`config.mk`:
```
export PLATFORM = sky130hd
export DESIGN_NAME = serial_adder
export DESIGN_NICKNAME = d
export VERILOG_FILES = /design/src/rtl/serial_adder.sv
export SDC_FILE = /design/constraint.sdc
export NUM_CORES = 1
export LEC_CHECK = 0
export ABC_AREA = 1
export CORE_MARGIN = 2
export CORE_UTILIZATION = 34
export DETAILED_ROUTE_END_ITERATION = 7
export HOLD_SLACK_MARGIN = 0.08
export PLACE_DENSITY = 0.64
export SLEW_MARGIN = 20
export SYNTH_ARGS = -nofsm -noshare
export SYNTH_HDL_FRONTEND = slang
export SYNTH_SLANG_ARGS = --single-unit
export TNS_END_PERCENT = 20
```
`constraint.sdc`:
```
create_clock -name clk -period 1.17 [get_ports clk]
set_clock_uncertainty 0.1 [all_clocks]
set_input_delay 0.234 -clock clk [delete_from_list [all_inputs] [get_ports clk]]
set_output_delay 0.234 -clock clk [all_outputs]
set_load 0.02 [all_outputs]
```
`src/rtl/serial_adder.sv`:
```
// Bit-serial WIDTH-bit adder: one full-adder cell plus a carry flop, LSB first, start/busy/done handshake.
// Optional macro SERIAL_ADDER_SUB_EN adds a `sub` port for ripple-borrow subtraction.
module serial_adder #(
  parameter int WIDTH = 4
) (
  input  logic             clk,
  input  logic             rst,
  input  logic             start,
  input  logic [WIDTH-1:0] a,
  input  logic [WIDTH-1:0] b,
  input  logic             cin,
`ifdef SERIAL_ADDER_SUB_EN
  input  logic             sub,
`endif
  output logic             busy,
  output logic             done,
  output logic [WIDTH-1:0] s,
  output logic             cout
);

  localparam int CW = (WIDTH > 1) ? $clog2(WIDTH) : 1;
  localparam logic [CW-1:0] LAST_STEP = CW'(WIDTH - 1);

  typedef enum logic [1:0] {
    IDLE  = 2'd0,
    SHIFT = 2'd1,
    DONE  = 2'd2
  } state_t;

  state_t           state_reg;
  logic [WIDTH-1:0] ra_reg;
  logic [WIDTH-1:0] rb_reg;
  logic [WIDTH-1:0] res_reg;
  logic             carry_reg;
  logic [CW-1:0]    count_reg;
  logic             busy_reg;
  logic             done_reg;
  logic [WIDTH-1:0] s_reg;
  logic             cout_reg;

  logic             sbit_next;
  logic             carry_next;
  logic             cout_next;
  logic [WIDTH-1:0] res_next;
  logic [WIDTH-1:0] ra_shr;
  logic [WIDTH-1:0] rb_shr;
  logic [WIDTH-1:0] b_lat;
  logic             cin_lat;

  // Logical right shift of the operand registers, one lane per bit.
  genvar gi;
  generate
    for (gi = 0; gi < WIDTH - 1; gi++) begin : g_shr
      assign ra_shr[gi] = ra_reg[gi+1];
      assign rb_shr[gi] = rb_reg[gi+1];
    end
  endgenerate
  assign ra_shr[WIDTH-1] = 1'b0;
  assign rb_shr[WIDTH-1] = 1'b0;

  // The shared full-adder cell.
  assign sbit_next  = ra_reg[0] ^ rb_reg[0] ^ carry_reg;
  assign carry_next = (ra_reg[0] & rb_reg[0]) | (carry_reg & (ra_reg[0] ^ rb_reg[0]));
  assign res_next   = {sbit_next, res_reg[WIDTH-1:1]};

`ifdef SERIAL_ADDER_SUB_EN
  logic sub_reg;

  // Subtraction is a + ~b + ~cin; the borrow-out is the inverted final carry.
  assign b_lat     = sub ? ~b : b;
  assign cin_lat   = sub ? ~cin : cin;
  assign cout_next = carry_next ^ sub_reg;
`else
  assign b_lat     = b;
  assign cin_lat   = cin;
  assign cout_next = carry_next;
`endif

  always_ff @(posedge clk) begin
    if (rst) begin
      state_reg <= IDLE;
      ra_reg    <= '0;
      rb_reg    <= '0;
      res_reg   <= '0;
      carry_reg <= 1'b0;
      count_reg <= '0;
      busy_reg  <= 1'b0;
      done_reg  <= 1'b0;
      s_reg     <= '0;
      cout_reg  <= 1'b0;
`ifdef SERIAL_ADDER_SUB_EN
      sub_reg   <= 1'b0;
`endif
    end else begin
      case (state_reg)
        IDLE: begin
          done_reg <= 1'b0;
          if (start) begin
            ra_reg    <= a;
            rb_reg    <= b_lat;
            carry_reg <= cin_lat;
            res_reg   <= '0;
            count_reg <= '0;
            busy_reg  <= 1'b1;
            state_reg <= SHIFT;
`ifdef SERIAL_ADDER_SUB_EN
            sub_reg   <= sub;
`endif
          end else begin
            busy_reg  <= 1'b0;
          end
        end
        SHIFT: begin
          ra_reg    <= ra_shr;
          rb_reg    <= rb_shr;
          carry_reg <= carry_next;
          res_reg   <= res_next;
          count_reg <= count_reg + 1'b1;
          // s/cout publish only here so partial sums never reach the outputs.
          if (count_reg == LAST_STEP) begin
            s_reg     <= res_next;
            cout_reg  <= cout_next;
            done_reg  <= 1'b1;
            state_reg <= DONE;
          end
        end
        DONE: begin
          done_reg  <= 1'b0;
          busy_reg  <= 1'b0;
          state_reg <= IDLE;
        end
        default: begin
          done_reg  <= 1'b0;
          busy_reg  <= 1'b0;
          state_reg <= IDLE;
        end
      endcase
    end
  end

  assign busy = busy_reg;
  assign done = done_reg;
  assign s    = s_reg;
  assign cout = cout_reg;

endmodule

```
**Word level (Yosys, flattened, before mapping)**

Index checks and enable logic that the tools add are counted.

- RAM bits: 0
- Memories kept: 0
- Output and inout bits: 7
- Bits in registers: 24
- Logic and storage cells: 42
- Bits in latches: 0
- Bits of input ports: 12
- Bits in read-only memories: 0

- Muxes and demuxes: 15
- Bitwise gates (word level): 6
- Multipliers: 0
- Eq/ne operators: 4
- Reductions and logical operators: 6
- Div/mod/pow operators: 0
- Shifts and indexed selects: 0
- Order comparisons: 0
- $add $sub $neg: 1

Operators with widths:

| kind | count |
|---|---|
| $pmux W4 S2 | 3 |
| $mux W4 | 3 |
| $pmux W2 S2 | 2 |
| $mux W2 | 3 |
| $reduce_and A2 Y1 | 3 |
| $ne A2 B2 Y1 const B | 2 |
| $pmux W1 S2 | 2 |
| $add A2 B1 Y2 const B | 1 |
| $and A1 B1 Y1 | 2 |
| $eq A2 B1 Y1 const B | 1 |
| $eq A2 B2 Y1 const B | 1 |
| $logic_not A2 Y1 | 1 |
| $mux W1 | 2 |
| $reduce_bool A2 Y1 | 1 |
| $reduce_or A2 Y1 | 1 |
| $xor A1 B1 Y1 | 2 |
| $not A1 Y1 | 1 |
| $or A1 B1 Y1 | 1 |

**Logic depth before layout (Yosys ltp)**

- Depth after elaboration: 4
- Gate-level depth with buffers: 6
- Mapped depth without buffers: 6

**Worst setup path before layout**

OpenSTA, ideal clock, no wires.

- Kind: register -> register
- Start: register ra_reg[0]
- End: register res_reg[3]
- Arrival time: 1.032 ns
- Period minus slack after synthesis: 1.199 ns
- Setup time: 0.066 ns
- Data required time: 1.004 ns
- Path slack: -0.029 ns
- Stages on the path, launching flop included: 4
- Cell sequence: dfxtp_1 -> fa_1 -> nand2_1 -> a21oi_2

- Word-level cells in the longest chain between the ends: 3

RTL lines:

| element | line | text |
|---|---|---|
| from (decl) | 31 | `logic [WIDTH-1:0] ra_reg;` |
| from (signal assigned) | 114 | `ra_reg <= ra_shr;` |
| $xor A1 B1 Y1 (2 in series) | 62 | `assign sbit_next = ra_reg[0] ^ rb_reg[0] ^ carry_reg;` |
| named net sbit_next | 41 | `logic sbit_next;` |
| $pmux W4 S2 | 95 | `case (state_reg)` |
| to (signal assigned) | 117 | `res_reg <= res_next;` |
| to (decl) | 33 | `logic [WIDTH-1:0] res_reg;` |

The timed path passes the listed nets, and every way through them passes these cells.
A chain may end at the register's enable or synchronous reset.

**Worst setup path after layout**

Same ends and word-level chain as after synthesis.

==> out/qor.yml <==
dr.pass1.iters: 4
crit_type: "flip-flop to flip-flop"
powerDensity_mw_per_mm2: 1050
most-common-layout-cells: "nand2_1, nor2_1, inv_1"
reg2reg_to: "res_reg[3]"
crit_path_start_kind: "flip-flop"
p_sw_mw: 0.416
drc_errors: 0
ys.flop_type: "dfxtp_1"
numCtsBuffers: 3
end_kind: "flip-flop"
setup_viol: 5
via_per_inst: 4.22
crit_required_ns: 1.33
r2r_slack_ns: -0.07
final_common_cell: "nand2_1"
vdd_ir_drop_max_mv: 0.836
timing.hold.ws_ns: 0.374
coreArea_mm2: 0.00303
yosys-top-cells-area: "dfxtp_1, nand2_1, nor2_1"
routedWlPerCell_um: 9.39
io-pin-count: 19
path_max_fanout: 2
clock_path_buffers: 2
power.share.clock: 0.244
maxSlewHeadroom: 0.756
syn_area_per_cell_um2: 7.33
crit_buf_inv: 0
sw_frac_of_total: 0.275
die_w_um: 60.3
seq_area_frac_synth: 0.427
worstPathCellList: "fa_2 > nand2_1 > a21oi_2"
worstMarginPinSlew_ns: 0.365
clock_latency_ns: 0.31
p_int_mw: 1.10
drt-total-wl_um: 2050
final_util: 0.475
die_area_mm2: 0.00363
gp_congestion: 0.739
hold_path_end: "s[2]"
synthToLayoutAreaGrowth_pct: 33.4
outcome: "finished with violations"
antenna_found_initial: 0
reg2regPathDepth: 3
grtUsageTotal: 0.126
async_flop_share: 0
drtIter0Drc: 32
netlist_instances: 147
whs_path_depth: 2
synth_fp_nets: 161
cts_root_buffer: "clkbuf_4"
hold_viol_final: 0
min_from: "s[2]"
hold_class: "flip-flop to flip-flop"
synth_warnings: 0
reg2reg_from: "ra_reg[0]"
antenna_cells: 0
initial_core_util: 0.356
worst-endpoint-arrival_ns: 1.40
setup_ws_ns: -0.0669
first_global_vias: 855
synth_edf_count: 0
grt_max_degree: 22
yosysTopAreaCell: "dfxtp_1"
fin_nets: 189
portBuffers: 18
syn_area_mm2: 0.00108
clock_sinks: 23
grt_pass1_wl_um: 3530
rsz0062_at_grt: "yes"
critPathMaxStageDelay_ns: 0.57
ant_nets: 0
cp-startpoint: "ra_reg[0]"
comb_power_share: 0.189
overflow: 0
violations: "negative setup slack"
vias: 919
post-route-period-util: 1.06
fmax_mhz: 808
crit_family: "adder cells"
cap_violations: 0
leakage_nw: 0.646
row_count: 20
critPathSlowestCell: "fa_2"
tritoncts: "yes"
fp.dieH_um: 60.3
tns_ns: -0.141
htreeDepth: 1
detailed_place_hpwl_um: 1500
cts_hold_buffers: 0
synth_cell_types: 19
final_layout_size_suffix_gt1_frac: 0.305
synth-seq-cells: 23
place_ws_ns: -0.245
path_clk_slew_ns: 0.13
drv_slew: 0
synth_top_area_frac: 0.427
power_frac_seq: 0.567
period_needed_ns: 1.24
p_total_mw: 1.51
## cell usage after synthesis (2+ instances only)
cell type	n
nand2_2	7
a21oi_2	6
a21oi_1	2
dfxtp_1	23
nor2_1	23
inv_1	15
nand2_1	45
nand3_1	12
nor2_4	2
buf_6	3
## worst max-delay path by stage
stage                 end  slack, ns  cells after the start
6_report       res_reg[3]      -0.07                      3
5_1_grt        res_reg[3]      -0.11                      3
4_1_cts        res_reg[3]      -0.09                      3
3_5_place_dp    ra_reg[0]      -0.25                      6
3_3_place_gp    rb_reg[2]      -0.22                      6
2_1_floorplan   carry_reg      -0.01                      5
## logic make-up (layout without fill, tap and decap cells)
| family | Yosys count | count (layout) | share of synthesized area |
|---|---|---|---|
| AO/OA/AOI/OAI | 10 | 10 | 0.0778 |
| adder cells (fa/ha/maj) | 2 | 2 | 0.0302 |
| buffers and inverters | 21 | 48 | 0.0952 |
| flip-flops | 23 | 23 | 0.427 |
| AND/OR/NAND/NOR | 91 | 91 | 0.369 |
## routing by layer
layer,vias up,share of wire,GRT usage
li1,501,-,-
met1,397,0.49,0.152
met2,21,0.46,0.225
met3,0,0.054,0.0390
met4,0,0,0.00952
met5,-,0,0
## tightest hold or removal path: stages (launching register included)
cell,delay (ns)
dfxtp_2,0.34
nand3_1,0.07
nand2_1,0.04
## stage by stage
| step | instances | cell area [um2] |
|---|---|---|
| 6_report | 218 | 1440 |
| 5_1_grt | 218 | 1440 |
| 4_1_cts | 216 | 1370 |
| 3_5_place_dp | 212 | 1370 |
| 3_3_place_gp | 212 | 1370 |
| 2_1_floorplan | 147 | 1080 |
## power by group through the flow
stage,logic (mW),clock network (mW),registers (mW)
final,0.286,0.370,0.858
after global routing,0.321,0.424,0.862
after CTS,0.276,0.388,0.852
after detailed placement,0.275,0,0.869
after global placement,0.270,0,0.866
after floorplan,0.176,0,0.866
## cell type report
cell class	instances	area [um2]
timing repair buffer	28	290
clock inverter	1	5.00
sequential	23	473
tap	44	55.1
multi-input combinational	103	532
inverter	16	60.1
clock buffer	3	22.5
fill	321	1590
## what timing repair did
| action | 4_1_cts | 5_1_grt |
|---|---|---|
| gates resized for setup | 33 | 20 |
| endpoints found under the setup margin | 17 | 26 |
| setup buffers | 0 | 2 |
| pin swaps | 3 | 7 |
| hold endpoints to repair | 0 | 0 |
(Power assumes the default switching activity.)
